**config.mk**
```make
export PLATFORM = sky130hd
export DESIGN_NAME = seq_divider
export DESIGN_NICKNAME = d
export VERILOG_FILES = /design/src/rtl/seq_divider.sv
export SDC_FILE = /design/constraint.sdc
export NUM_CORES = 1
export LEC_CHECK = 0
export CORE_ASPECT_RATIO = 1.25
export CORE_MARGIN = 8
export CORE_UTILIZATION = 41
export CTS_CLUSTER_DIAMETER = 120
export DETAILED_ROUTE_END_ITERATION = 8
export RECOVER_POWER = 50
export SETUP_SLACK_MARGIN = 0.3
export SYNTH_ARGS = -nofsm -noshare
export SYNTH_HDL_FRONTEND = slang
export SYNTH_SLANG_ARGS = --single-unit
```
**constraint.sdc**
```tcl
create_clock -name clk -period 4.2 [get_ports clk]
set_input_delay 0.84 -clock clk [delete_from_list [all_inputs] [get_ports clk]]
set_output_delay 0.84 -clock clk [all_outputs]
set_load 0.1 [all_outputs]
```
**src/rtl/seq_divider.sv**
```systemverilog
// Sequential signed divider: restoring shift-subtract, one quotient bit per enabled cycle.
// Fixed latency of WIDTH+2 enabled cycles from the start-accept edge to the done pulse.
module seq_divider #(
  parameter int WIDTH = 32
) (
  input  logic             clk,
  input  logic             reset,
  input  logic             enable,
  input  logic             start,
  input  logic [WIDTH-1:0] dividend,
  input  logic [WIDTH-1:0] divisor,
  output logic [WIDTH-1:0] quotient,
  output logic [WIDTH-1:0] remainder,
  output logic             busy,
  output logic             done,
  output logic             dz,
  output logic             ovf
);

  localparam int CW = $clog2(WIDTH + 1);
  localparam logic [WIDTH-1:0] MOST_NEG = {1'b1, {(WIDTH-1){1'b0}}};

  typedef enum logic [2:0] {IDLE, PREP, CALC, FIX, DONE} state_t;

  state_t           state;
  logic [WIDTH-1:0] dd_reg;
  logic [WIDTH-1:0] dv_reg;
  logic [WIDTH-1:0] a_reg;   // dividend magnitude shifting out, quotient bits shifting in
  logic [WIDTH-1:0] b_reg;
  logic [WIDTH-1:0] r_reg;
  logic             sign_n;
  logic             sign_d;
  logic [CW-1:0]    cnt;

  logic [WIDTH:0]   shifted;
  logic [WIDTH:0]   diff;
  logic             dz_c;
  logic             ovf_c;

  // The partial remainder stays below the divisor magnitude (<= 2^(WIDTH-1)), so
  // one extra bit is enough to hold the shifted value and the trial difference sign.
  always_comb begin
    shifted = {r_reg, a_reg[WIDTH-1]};
    diff    = shifted - {1'b0, b_reg};
    dz_c    = (dv_reg == '0);
    ovf_c   = (dd_reg == MOST_NEG) && (dv_reg == '1);
  end

  always_ff @(posedge clk) begin
    if (reset) begin
      state     <= IDLE;
      dd_reg    <= '0;
      dv_reg    <= '0;
      a_reg     <= '0;
      b_reg     <= '0;
      r_reg     <= '0;
      sign_n    <= 1'b0;
      sign_d    <= 1'b0;
      cnt       <= '0;
      quotient  <= '0;
      remainder <= '0;
      busy      <= 1'b0;
      done      <= 1'b0;
      dz        <= 1'b0;
      ovf       <= 1'b0;
    end else if (enable) begin
      done <= 1'b0;
      case (state)
        // The done cycle doubles as an idle cycle so held-high start runs back to back.
        IDLE, DONE: begin
          if (start) begin
            dd_reg <= dividend;
            dv_reg <= divisor;
            sign_n <= dividend[WIDTH-1];
            sign_d <= divisor[WIDTH-1];
            busy   <= 1'b1;
            state  <= PREP;
          end else begin
            state <= IDLE;
          end
        end
        PREP: begin
          a_reg <= sign_n ? -dd_reg : dd_reg;
          b_reg <= sign_d ? -dv_reg : dv_reg;
          r_reg <= '0;
          cnt   <= CW'(WIDTH);
          state <= CALC;
        end
        CALC: begin
          a_reg <= {a_reg[WIDTH-2:0], ~diff[WIDTH]};
          r_reg <= diff[WIDTH] ? shifted[WIDTH-1:0] : diff[WIDTH-1:0];
          cnt   <= cnt - CW'(1);
          if (cnt == CW'(1)) state <= FIX;
        end
        FIX: begin
          if (dz_c) begin
            quotient  <= '1;
            remainder <= dd_reg;
          end else begin
            quotient  <= (sign_n ^ sign_d) ? -a_reg : a_reg;
            remainder <= sign_n ? -r_reg : r_reg;
          end
          dz    <= dz_c;
          ovf   <= ovf_c;
          done  <= 1'b1;
          busy  <= 1'b0;
          state <= DONE;
        end
        default: state <= IDLE;
      endcase
    end
  end

endmodule

```
==> impl_results.md <==
- Total power: 5918 µW
- Critical path class: input port to flip-flop
- Total number of vias: 12110
- Placed inst area: 14820 µm²
- Io pins: 136
- Clock skew: 17.87 ps
- Failing checks: capacitance limit, slew limit
- Terminus of the critical flop-to-flop path: r_reg[8]
- Worst slew margin: -0.2876
- Pwr dens: 377.0 nW/µm²
- Antenna diodes: 0
- Die width: 176.6 µm
- Layout area overhead: 18.74%
- Combinational Power Share: 0.187
- Vias in the first global route: 11880
- Syn Std Cell Area: 13220 µm²
- Sw Share: 0.2854
- Worst-path maximum fanout: 68
- Crit path required time: 4610 ps
- Final hold vios: 0
- Worst hold endpoint: dz
- Syn Inst Count: 1682
- Final setup margin: 574.6 ps
- Clk Tree Root Cell: clkbuf_16
- Fin area: 15700 µm²
- Cell family with most CP delay: buffers and inverters
- Clk buf depth: 3
- CTS tree: yes
- Seq pwr share: 0.403
- Lkg Pwr: 0.005715 µW
- Worst-margin pin slew: 1931 ps
- Met2 WL post-DR: 20940 µm
- Met3 WL post-DR: 1346 µm
- Worst setup EP type: flip-flop
- # rows: 73
- Buf/Inv on CP: 2
- Largest net degree at the start of global routing: 122
- Reg2Reg Setup Slack: 680 ps
- Global-route wire length before repair: 63670 µm
- Net switching power: 1689 µW
- Setup-failing EPs final: 0
- Net Count, Synth: 1790
- Final HPWL DP: 29680 µm
- Achievable frequency: 0.2758 GHz
- Hold Path Cell Cnt: 2
- Final setup TNS: 0 ps
- Status: finished, violations left
- Period utilization: 0.8632
- Synth Area in Compound Gates: 0.2465
- WL final: 39960 µm
- Vias per inst: 5.546
- Num CTS Buffers: 27
- # Max-Cap Violations: 3
- Crit-path cells: dlygate4sd3_1, nor2b_1, and3_1, clkbuf_4, nor2_1, a311oi_2
- Tmin final: 3625 ps
- Reg2Reg Depth: 13
- CTS H-tree depth: 1
- Top sig layer: met4
- Remaining DRCs: 0
- Starting Density: 0.4160
- Post-synthesis register bit count: 237
- Antenna violations before repair: 0
- Multi-input combinational cell area: 7811 µm²
- Drt wl/cell: 18.30 µm
- Placed cells: 2137
- Drt first pass iters: 5
- Adder-Cell Fraction of Synth Area: 0.03842
- RSZ-0062 raised after global routing: false
- Grt total ovfl: 0
- Ys flop type: dfxtp_1
- P_int: 4229 µW
- EDFF count, synth: 0
- CP max stage cell: and3_1
- # clock sinks: 237
- Height of the die: 216.8 µm
- Register area share after synthesis: 0.3588
- IO buf count: 135
- Later-pin clock latency in the skew report: 540 ps
- PostCTS Resize Cnt: 0
- Post-CTS Setup Inserts: 0
- GRT Overall Usage: 0.2028
- Clock network power share: 0.410
- Async SR Flop Fraction: 0
- Place WS: 703.7 ps
- Non-filler cells, final: 2184
- Crit start category: input port
- Ys Warns: 0
- Nets: 1862
- Core Area: 31790 µm²
- XOR/XNOR share of the synthesized area: 0.09926
- FF+latch area: 4746 µm²
- Simple-Gate Fraction of Synth Area: 0.1862
- Largest family of logic cells by synthesized area: compound AO/OA/AOI/OAI gates
- Final ANT Viol Nets: 0
- # fillers: 3212
- HP Class: flip-flop to flip-flop
- Post-synthesis mux area share: 0.01893
- Layout cells sized above 1: 0.04966
- VDD IR-drop max: 0.2670 mV
- Syn_area_per_cell: 7.861 µm²
- Max Transition Viols Final: 222
- WP data arrival: 4030 ps
- Crit-path max cell delay: 1000 ps
- R2r startpoint: a_reg[31]
- Routability congestion estimate: 0.8619
- Hold Path Origin: dz
- Hold-fix buffers at CTS: 0
- DR iter-0 viols: 749
- Die ar.: 38290 µm²
- Post-synth cell types: 61
- DRT met1 WL: 16250 µm
- Clk slew on worst S/H paths: 60 ps
[layout make-up]
cell class,instances,area share
repair buffers,156,0.09595
inverters,54,0.01291
well taps,412,0.03283
clock inverters,11,0.008846
flip-flops and latches,237,0.3023
multi-input cells,1278,0.4975
clock buffers,36,0.04965
[worst min-delay path, cell delays in order, from the launching register on]
cell	delay, ps
dfxtp_1	300
nand2_1	50
a21oi_1	50
[cell usage in the layout (no fill, tap or decap), types with 22 or more instances in the layout]
cell type        netlist  final
nor3_1                22     22
o211ai_1              27     27
o21ai_0               83     83
nand2_1              306    306
a311oi_1              29     29
inv_1                 54     54
nor2_1               128    127
ha_1                  39     39
dlygate4sd3_1          0     24
a22oi_1               30     30
xor2_1                84     84
clkdlybuf4s50_1        0    110
a211oi_1              41     41
clkbuf_16              0     27
xnor2_1               64     64
a21oi_1              175    175
o31ai_1               33     33
dfxtp_1              237    236
mux2i_1               25     25
[cells by family (layout without fill, tap and decap cells)]
logic type / after synthesis / after routing
simple gates: 562 / 562
compound gates: 502 / 502
flops: 237 / 237
buf+inv: 167 / 257
xor+xnor: 149 / 149
fa+ha+maj: 40 / 40
mux: 25 / 25
[power by group through the flow]
stage	Sequential (µW)	Clock, µW	Combinational, µW
finish	2390	2430	1100
CTS	2390	2480	1110
floorplan	2420	0	792
detailed placement	2440	0	1110
global route	2390	2570	1200
global placement	2430	0	1100
[routing by layer]
metal / GRT usage / vias up
met5: 0 / -
met4: 0.07606 / 0
met3: 0.01923 / 73
met2: 0.3872 / 241
met1: 0.2268 / 5692
li1: - / 6107
[through the flow]
step	util	hold slack, ps
finish	0.4939	454.0
global route	0.4939	469.3
CTS	0.4953	458.1
detailed placement	0.4664	449.9
global placement	0.4664	448.0
floorplan	-	440.0
[cells in the mapped netlist, drive strengths merged (3+ instances only)]
master | instances | share of area
a211oi | 42 | 0.024
a21boi | 4 | 0.0023
a21o | 10 | 0.0057
a21oi | 175 | 0.066
a221oi | 4 | 0.0026
a22oi | 30 | 0.017
a2bb2oi | 6 | 0.0040
a311oi | 35 | 0.026
a31o | 3 | 0.0020
a31oi | 9 | 0.0043
and2 | 3 | 0.0014
and3 | 5 | 0.0024
buf | 15 | 0.0087
clkbuf | 98 | 0.028
dfxtp | 237 | 0.36
ha | 39 | 0.037
inv | 54 | 0.015
mux2i | 25 | 0.019
nand2 | 306 | 0.087
nand2b | 11 | 0.0052
nand3 | 13 | 0.0049
nand4 | 13 | 0.0062
nor2 | 128 | 0.036
nor2b | 6 | 0.0028
nor3 | 24 | 0.010
nor4 | 11 | 0.0063
o211ai | 27 | 0.015
o21a | 4 | 0.0023
o21ai | 83 | 0.031
o21bai | 7 | 0.0040
o221ai | 3 | 0.0025
o31ai | 33 | 0.019
o41ai | 20 | 0.013
or2 | 4 | 0.0019
or3 | 16 | 0.0079
or4 | 15 | 0.0091
xnor2 | 65 | 0.044
xor2 | 84 | 0.056
[worst max-delay path by stage]
| stage | startpoint | to | slack [ps] | cells after the start |
|---|---|---|---|---|
| after floorplan | a_reg[31] | r_reg[10] | 1110 | 13 |
| after global placement | a_reg[31] | r_reg[1] | 790 | 13 |
| after detailed placement | a_reg[31] | r_reg[8] | 700 | 13 |
| after CTS | a_reg[31] | r_reg[8] | 660 | 13 |
| after global routing | enable | quotient[12] | 370 | 6 |
| final | enable | quotient[8] | 570 | 6 |
(Power assumes the default switching activity.)
